[config.mk]
export PLATFORM = sky130hd
export DESIGN_NAME = mp_add_seq_flat
export DESIGN_NICKNAME = d
export VERILOG_FILES = /design/src/rtl/mp_add_if.sv /design/src/rtl/mp_add_seq.sv /design/src/flat_wrapper.sv
export SDC_FILE = /design/constraint.sdc
export NUM_CORES = 1
export LEC_CHECK = 0
export BUFFER_PORTS_ARGS = -buffer_cell sky130_fd_sc_hd__buf_2
export CORE_ASPECT_RATIO = 0.7
export CORE_UTILIZATION = 33
export CTS_BUF_LIST = sky130_fd_sc_hd__clkbuf_4
export CTS_CLUSTER_DIAMETER = 50
export DETAILED_ROUTE_END_ITERATION = 16
export GPL_ROUTABILITY_DRIVEN = 0
export SLEW_MARGIN = 0
export SYNTH_ARGS = -nofsm -noshare
export SYNTH_HDL_FRONTEND = slang
export SYNTH_HIERARCHICAL = 1
export SYNTH_SLANG_ARGS = --single-unit
export TNS_END_PERCENT = 100
[constraint.sdc]
create_clock -name clk -period 4.8 [get_ports clk]
set_clock_uncertainty 0.15 [all_clocks]
set_input_delay 0.24 -clock clk [delete_from_list [all_inputs] [get_ports clk]]
set_output_delay 0.24 -clock clk [all_outputs]
set_load 0.005 [all_outputs]
[src/rtl/mp_add_if.sv]
// Operand/result streaming bundle for the multi-precision add/sub sequencer.
// The master drives operation control and operand words; the slave returns sum words and status.
interface mp_add_if #(
    parameter int NW_W = 4
);
    logic            start;
    logic            sub;
    logic [NW_W-1:0] nwords;
    logic            in_valid;
    logic            in_ready;
    logic [31:0]     a;
    logic [31:0]     b;
    logic            out_valid;
    logic            out_ready;
    logic [31:0]     sum;
    logic            out_last;
    logic            carry_out;
    logic            overflow;
    logic            busy;
    logic            done;

    modport master (
        output start, sub, nwords, in_valid, a, b, out_ready,
        input  in_ready, out_valid, sum, out_last, carry_out, overflow, busy, done
    );

    modport slave (
        input  start, sub, nwords, in_valid, a, b, out_ready,
        output in_ready, out_valid, sum, out_last, carry_out, overflow, busy, done
    );
endinterface

[src/rtl/mp_add_seq.sv]
// Multi-precision add/subtract sequencer: streams 32-bit word pairs LSW first through one
// shared 32-bit carry-lookahead adder, chaining the carry between words in a register.

module cla_32_bit (
    input  logic [31:0] a_i,
    input  logic [31:0] b_i,
    input  logic        c0_i,
    output logic [31:0] s_o,
    output logic        c31_o,
    output logic        c30_o
);
    // 4-bit lookahead groups with the group carry rippling between groups
    always_comb begin
        logic [31:0] g;
        logic [31:0] p;
        logic [31:0] cv;
        logic        cg;
        g  = a_i & b_i;
        p  = a_i ^ b_i;
        cv = 32'd0;
        cg = c0_i;
        for (int gi = 0; gi < 8; gi++) begin
            cv[gi*4]   = g[gi*4] | (p[gi*4] & cg);
            cv[gi*4+1] = g[gi*4+1] | (p[gi*4+1] & g[gi*4]) | (p[gi*4+1] & p[gi*4] & cg);
            cv[gi*4+2] = g[gi*4+2] | (p[gi*4+2] & g[gi*4+1])
                       | (p[gi*4+2] & p[gi*4+1] & g[gi*4])
                       | (p[gi*4+2] & p[gi*4+1] & p[gi*4] & cg);
            cv[gi*4+3] = g[gi*4+3] | (p[gi*4+3] & g[gi*4+2])
                       | (p[gi*4+3] & p[gi*4+2] & g[gi*4+1])
                       | (p[gi*4+3] & p[gi*4+2] & p[gi*4+1] & g[gi*4])
                       | (p[gi*4+3] & p[gi*4+2] & p[gi*4+1] & p[gi*4] & cg);
            cg = cv[gi*4+3];
        end
        s_o   = p ^ {cv[30:0], c0_i};
        c31_o = cv[31];
        c30_o = cv[30];
    end
endmodule

module mp_add_seq #(
    parameter int MAX_WORDS = 8,
    parameter int NW_W      = 4
) (
    input  logic        clk,
    input  logic        rst_n,
    mp_add_if.slave     bus_if
);
    typedef enum logic [1:0] {
        ST_IDLE  = 2'd0,
        ST_RUN   = 2'd1,
        ST_DRAIN = 2'd2
    } state_e;

    state_e          state_q, state_d;
    logic            sub_q, sub_d;
    logic [NW_W-1:0] nw_q, nw_d;
    logic [NW_W-1:0] cnt_q, cnt_d;
    logic            carry_q, carry_d;
    logic [31:0]     sum_q, sum_d;
    logic            out_valid_q, out_valid_d;
    logic            out_last_q, out_last_d;
    logic            carry_out_q, carry_out_d;
    logic            overflow_q, overflow_d;
    logic            done_q, done_d;

    logic            in_ready_s;
    logic            accept_s;
    logic            out_hs_s;
    logic [NW_W-1:0] nw_sat_s;
    logic [31:0]     b_eff_s;
    logic [31:0]     add_s;
    logic            c31_s;
    logic            c30_s;

    assign b_eff_s = sub_q ? ~bus_if.b : bus_if.b;

    cla_32_bit u_cla (
        .a_i   (bus_if.a),
        .b_i   (b_eff_s),
        .c0_i  (carry_q),
        .s_o   (add_s),
        .c31_o (c31_s),
        .c30_o (c30_s)
    );

    // Single output register without skid buffer: accept only when the slot frees this cycle
    assign in_ready_s = (state_q == ST_RUN) & (~out_valid_q | bus_if.out_ready);
    assign accept_s   = bus_if.in_valid & in_ready_s;
    assign out_hs_s   = out_valid_q & bus_if.out_ready;
    assign nw_sat_s   = (bus_if.nwords > NW_W'(MAX_WORDS)) ? NW_W'(MAX_WORDS) : bus_if.nwords;

    // Next-state and output-register update logic
    always_comb begin
        state_d     = state_q;
        sub_d       = sub_q;
        nw_d        = nw_q;
        cnt_d       = cnt_q;
        carry_d     = carry_q;
        sum_d       = sum_q;
        out_valid_d = out_valid_q;
        out_last_d  = out_last_q;
        carry_out_d = carry_out_q;
        overflow_d  = overflow_q;
        done_d      = 1'b0;
        case (state_q)
            ST_IDLE: begin
                if (bus_if.start && (bus_if.nwords != '0)) begin
                    state_d     = ST_RUN;
                    sub_d       = bus_if.sub;
                    nw_d        = nw_sat_s;
                    carry_d     = bus_if.sub;
                    cnt_d       = '0;
                    carry_out_d = 1'b0;
                    overflow_d  = 1'b0;
                end else begin
                    state_d = ST_IDLE;
                end
            end
            ST_RUN: begin
                if (accept_s) begin
                    sum_d       = add_s;
                    out_valid_d = 1'b1;
                    carry_d     = c31_s;
                    cnt_d       = cnt_q + NW_W'(1);
                    if (cnt_q == (nw_q - NW_W'(1))) begin
                        out_last_d  = 1'b1;
                        carry_out_d = c31_s;
                        overflow_d  = c31_s ^ c30_s;
                        state_d     = ST_DRAIN;
                    end else begin
                        out_last_d = 1'b0;
                    end
                end else if (out_hs_s) begin
                    out_valid_d = 1'b0;
                end else begin
                    out_valid_d = out_valid_q;
                end
            end
            ST_DRAIN: begin
                if (out_hs_s && out_last_q) begin
                    out_valid_d = 1'b0;
                    out_last_d  = 1'b0;
                    done_d      = 1'b1;
                    state_d     = ST_IDLE;
                end else begin
                    state_d = ST_DRAIN;
                end
            end
            default: begin
                state_d = ST_IDLE;
            end
        endcase
    end

    // State and output registers
    always_ff @(posedge clk or negedge rst_n) begin
        if (!rst_n) begin
            state_q     <= ST_IDLE;
            sub_q       <= 1'b0;
            nw_q        <= '0;
            cnt_q       <= '0;
            carry_q     <= 1'b0;
            sum_q       <= 32'd0;
            out_valid_q <= 1'b0;
            out_last_q  <= 1'b0;
            carry_out_q <= 1'b0;
            overflow_q  <= 1'b0;
            done_q      <= 1'b0;
        end else begin
            state_q     <= state_d;
            sub_q       <= sub_d;
            nw_q        <= nw_d;
            cnt_q       <= cnt_d;
            carry_q     <= carry_d;
            sum_q       <= sum_d;
            out_valid_q <= out_valid_d;
            out_last_q  <= out_last_d;
            carry_out_q <= carry_out_d;
            overflow_q  <= overflow_d;
            done_q      <= done_d;
        end
    end

    assign bus_if.in_ready  = in_ready_s;
    assign bus_if.out_valid = out_valid_q;
    assign bus_if.sum       = sum_q;
    assign bus_if.out_last  = out_last_q;
    assign bus_if.carry_out = carry_out_q;
    assign bus_if.overflow  = overflow_q;
    assign bus_if.busy      = (state_q != ST_IDLE);
    assign bus_if.done      = done_q;
endmodule

[src/flat_wrapper.sv]
// flat-port wrapper written by rule: the top's interface ports become plain ports
module mp_add_seq_flat 
#(
    parameter int MAX_WORDS = 8,
    parameter int NW_W      = 4
)
  (clk, rst_n, bus_if_start, bus_if_sub, bus_if_nwords, bus_if_in_valid, bus_if_a, bus_if_b, bus_if_out_ready, bus_if_in_ready, bus_if_out_valid, bus_if_sum, bus_if_out_last, bus_if_carry_out, bus_if_overflow, bus_if_busy, bus_if_done);
  mp_add_if #(.NW_W(NW_W)) bus_if_i ();
  input  logic clk;
  input  logic rst_n;
  input wire logic [$bits(bus_if_i.start)-1:0] bus_if_start;
  input wire logic [$bits(bus_if_i.sub)-1:0] bus_if_sub;
  input wire logic [$bits(bus_if_i.nwords)-1:0] bus_if_nwords;
  input wire logic [$bits(bus_if_i.in_valid)-1:0] bus_if_in_valid;
  input wire logic [$bits(bus_if_i.a)-1:0] bus_if_a;
  input wire logic [$bits(bus_if_i.b)-1:0] bus_if_b;
  input wire logic [$bits(bus_if_i.out_ready)-1:0] bus_if_out_ready;
  output wire logic [$bits(bus_if_i.in_ready)-1:0] bus_if_in_ready;
  output wire logic [$bits(bus_if_i.out_valid)-1:0] bus_if_out_valid;
  output wire logic [$bits(bus_if_i.sum)-1:0] bus_if_sum;
  output wire logic [$bits(bus_if_i.out_last)-1:0] bus_if_out_last;
  output wire logic [$bits(bus_if_i.carry_out)-1:0] bus_if_carry_out;
  output wire logic [$bits(bus_if_i.overflow)-1:0] bus_if_overflow;
  output wire logic [$bits(bus_if_i.busy)-1:0] bus_if_busy;
  output wire logic [$bits(bus_if_i.done)-1:0] bus_if_done;
  assign bus_if_i.start = bus_if_start;
  assign bus_if_i.sub = bus_if_sub;
  assign bus_if_i.nwords = bus_if_nwords;
  assign bus_if_i.in_valid = bus_if_in_valid;
  assign bus_if_i.a = bus_if_a;
  assign bus_if_i.b = bus_if_b;
  assign bus_if_i.out_ready = bus_if_out_ready;
  assign bus_if_in_ready = bus_if_i.in_ready;
  assign bus_if_out_valid = bus_if_i.out_valid;
  assign bus_if_sum = bus_if_i.sum;
  assign bus_if_out_last = bus_if_i.out_last;
  assign bus_if_carry_out = bus_if_i.carry_out;
  assign bus_if_overflow = bus_if_i.overflow;
  assign bus_if_busy = bus_if_i.busy;
  assign bus_if_done = bus_if_i.done;
  mp_add_seq #(.MAX_WORDS(MAX_WORDS), .NW_W(NW_W)) u_core (.clk(clk), .rst_n(rst_n), .bus_if(bus_if_i));
endmodule
==> qor.txt <==
Wire per inst: 14.12 um
Worst Max-Slew Pin Slew: 681.7 ps
Largest family of logic cells by synthesized area: adder cells
Period Utilization, post-route: 91.27%
Final hold viol count: 0
Top FF cell, synth: dfrtp_1
Switch Pwr: 1218 uW
Net Count, Synth: 468
Max Fanout on Critical Path: 19
Row count: 32
Die ar.: 0.01176 sq mm
Register area share after synthesis: 32.81%
CTS buffer count: 5
CTS tree: done
Static Leak: 0.002299 uW
GR Util met1: 22.60%
Worst hold slack: 77.38 ps
Vias post-DR: 3,019
Core area: 0.01101 sq mm
Hpwl dp: 6.864 mm
Top Ports: 113
Die height: 91.04 um
Fillcell total: 1,107
Worst setup SP type: register
Synth async-reset ratio: 100.0%
Cell Area, Synth: 0.003737 sq mm
Crit Reg-Reg Startpoint: u_core/sub_q$_DFFE_PN0P_
Max Root-Sink Buffers: 2
Antenna diodes: 0
Tot GR Track Use: 15.84%
Port Buf Inserts: 112
Via/cell ratio: 4.830
Hold depth: 4
NumNets Final: 587
Max-slew headroom: 54.55%
Post-DRT Antenna Nets: 0
Combinational share of power: 65.0%
RSZ-0062 raised after global routing: false
Synth Area per Inst: 10.62 sq um
Simple-Gate Fraction of Synth Area: 10.21%
Reg power frac: 27.0%
Setup crit end: u_core/bus_if.sum[29]$_DFFE_PN0P_
Finish-stage setup viols: 0
Total setup buffers inserted after CTS: 0
Post-synth EDFFs: 0
TNS Setup: 0 ps
Largest net degree at the start of global routing: 50
First-pass DRT Iterations: 5
Initial DRC Count: 122
Synth warn: 6
Layout cell share with drive strength beyond 1: 36.23%
GRT Residual Overflow: 0
Area grow syn2layout: 22.97%
Hold/Removal Path Class: input port to register
Switching share of power: 43.47%
XOR/XNOR share of the synthesized area: 14.06%
Cells after Synth: 352
Pint: 1584 uW
GR Layer Usage met3: 3.241%
Root Driver: clkbuf_4
Status: finished, final reports clean
First-pass GRT wire length: 14.78 mm
Pwr/cell area: 609.5 mW/mm^2
Mux cell area share after synthesis: 10.98%
Critical Path Source: u_core/sub_q$_DFFE_PN0P_
CTS H-tree lvls: 2
Complex-gate fraction of the synthesized area: 12.99%
F_max: 0.2283 GHz
Initial antenna violation count: 0
Total wire length: 8.825 mm
Vias in the first global route: 3,104
Clock sinks: 49
CTS clk-pin slew, worst paths: 190 ps
Die span in x: 129.2 um
Adder-Cell Fraction of Synth Area: 15.67%
#FFs+latches synth: 49
Arr. time, crit path: 4530 ps
VDD IR max: 0.0002193 V
Netlist cell types: 52
Required time of the critical path: 4950 ps
Latest clock arrival within the worst-skew pair: 400 ps
Crit Path Category: register to register
RR Endpoint: u_core/bus_if.sum[29]$_DFFE_PN0P_
Initial core utilization: 33.94%
M2 GR Usage: 24.91%
Most used routing layer: met2
Min Clock Period, post-route: 4381 ps
Max_cap viols: 0
Clock power share: 8.0%
DRC Markers: 0
Critical path capture point type: register
Slew Limit Fails: 0
R2r worst-path depth: 14
Worst R2R Setup Slack: 420 ps
-- power groups by stage --
stage | Combinational, uW | Clock (uW) | Sequential, uW
after floorplan | 1370 | 0 | 735
after global placement | 1770 | 0 | 758
after detailed placement | 1820 | 0 | 769
after CTS | 1840 | 237 | 760
after global routing | 2070 | 252 | 785
final | 1820 | 224 | 756
-- flip-flops by register name, summed over array words and instances, names as in the netlist, 2 cells and up --
register           cells
u_core/state_q         2
u_core/cnt_q           4
u_core/nw_q            4
u_core/bus_if.sum     32
-- area by class of cell --
type / count / area [sq um] / area share [%]
multi-input combinational: 273 / 2389 / 51.97
sequential: 49 / 1227 / 26.71
timing repair buffer: 121 / 645.6 / 14.05
tap: 153 / 191.4 / 4.166
inverter: 21 / 78.83 / 1.715
clock buffer: 5 / 37.54 / 0.8168
clock inverter: 3 / 26.28 / 0.5717
-- worst min path at each step --
stage / to / start
2_1_floorplan: u_core/bus_if.carry_out$_DFFE_PN0P_ / rst_n
3_3_place_gp: u_core/bus_if.sum[7]$_DFFE_PN0P_ / rst_n
3_5_place_dp: u_core/bus_if.sum[6]$_DFFE_PN0P_ / rst_n
4_1_cts: u_core/cnt_q[2]$_DFFE_PN0P_ / bus_if_in_valid
5_1_grt: u_core/cnt_q[2]$_DFFE_PN0P_ / bus_if_in_valid
6_report: u_core/cnt_q[2]$_DFFE_PN0P_ / bus_if_in_valid
-- kinds of logic after synthesis --
kind of cell    Yosys count
compound gates           67
simple gates             67
buf+inv                  30
flops                    49
fa+ha+maj                42
mux                      37
xor+xnor                 60
-- stage by stage --
step / area (sq um) / utilization [%] / power [uW] / cells / worst slack, ps
2_1_floorplan: 3737 / - / 2104 / 352 / 853.0
3_3_place_gp: 4462 / 40.52 / 2531 / 610 / 557.7
3_5_place_dp: 4462 / 40.52 / 2593 / 610 / 403.1
4_1_cts: 4596 / 41.74 / 2837 / 625 / 361.2
5_1_grt: 4596 / 41.74 / 3102 / 625 / 81.35
6_report: 4596 / 41.74 / 2801 / 625 / 419.0
-- what timing repair did --
action                    in CTS  in global routing
hold endpoints to repair      56                  0
hold buffers                   7                  0
resized for setup              0                  0
-- worst max-delay path: stages (launching register included) --
cell and delay [ps]:
dfrtp_2 750, buf_4 360, xor2_1 170, ha_1 290
nand4_1 150, inv_1 50, a221oi_1 460, o21ai_0 260
a2111oi_4 420, a21oi_2 90, a21oi_2 210, o21bai_1 90
fa_1 370, xor2_1 170, mux2_2 260
-- Yosys cell counts, types with 2 or more instances --
| library cell | count | share of area [%] |
|---|---|---|
| nand3_1 | 8 | 1.1 |
| xnor2_1 | 13 | 3.0 |
| mux2i_1 | 5 | 1.3 |
| fa_1 | 8 | 4.3 |
| a31o_2 | 2 | 0.47 |
| a21oi_2 | 2 | 0.47 |
| mux2_2 | 32 | 9.6 |
| o21bai_1 | 4 | 0.80 |
| xor2_1 | 47 | 11 |
| o21ai_0 | 10 | 1.3 |
| nor3_1 | 6 | 0.80 |
| a21oi_1 | 16 | 2.1 |
| nand3b_1 | 3 | 0.60 |
| nand2b_1 | 3 | 0.50 |
| a21o_1 | 14 | 2.8 |
| nand4_1 | 4 | 0.67 |
| nor2_1 | 7 | 0.70 |
| inv_1 | 21 | 2.1 |
| a221oi_1 | 3 | 0.70 |
| nand2_1 | 20 | 2.0 |
| o21ai_1 | 3 | 0.40 |
| ha_1 | 34 | 11 |
| dfrtp_1 | 49 | 33 |
| buf_2 | 8 | 1.1 |
| o31ai_1 | 2 | 0.40 |
| a211oi_1 | 2 | 0.40 |
-- per-layer routing --
layer  up-vias  share of wire [%]
met5         -                  0
met4         0               0.48
met3         5                5.3
met2        91                 43
met1      1435                 51
li1       1488                  -
-- cells in the final DEF, fill, tap and decap left out, types with 4 or more instances in the layout --
master         instances
nand4_1                4
inv_1                 21
ha_1                  34
a21oi_1               16
dlygate4sd3_1          7
nor2_1                 7
mux2i_1                5
nand2_1               20
xor2_1                47
dfrtp_1               48
mux2_2                32
o21bai_1               4
xnor2_1               13
clkbuf_4               5
buf_2                112
a21o_1                14
nand3_1                8
nor3_1                 6
o21ai_0               10
fa_1                   8
Note: power is estimated with default switching activity, not from simulation.
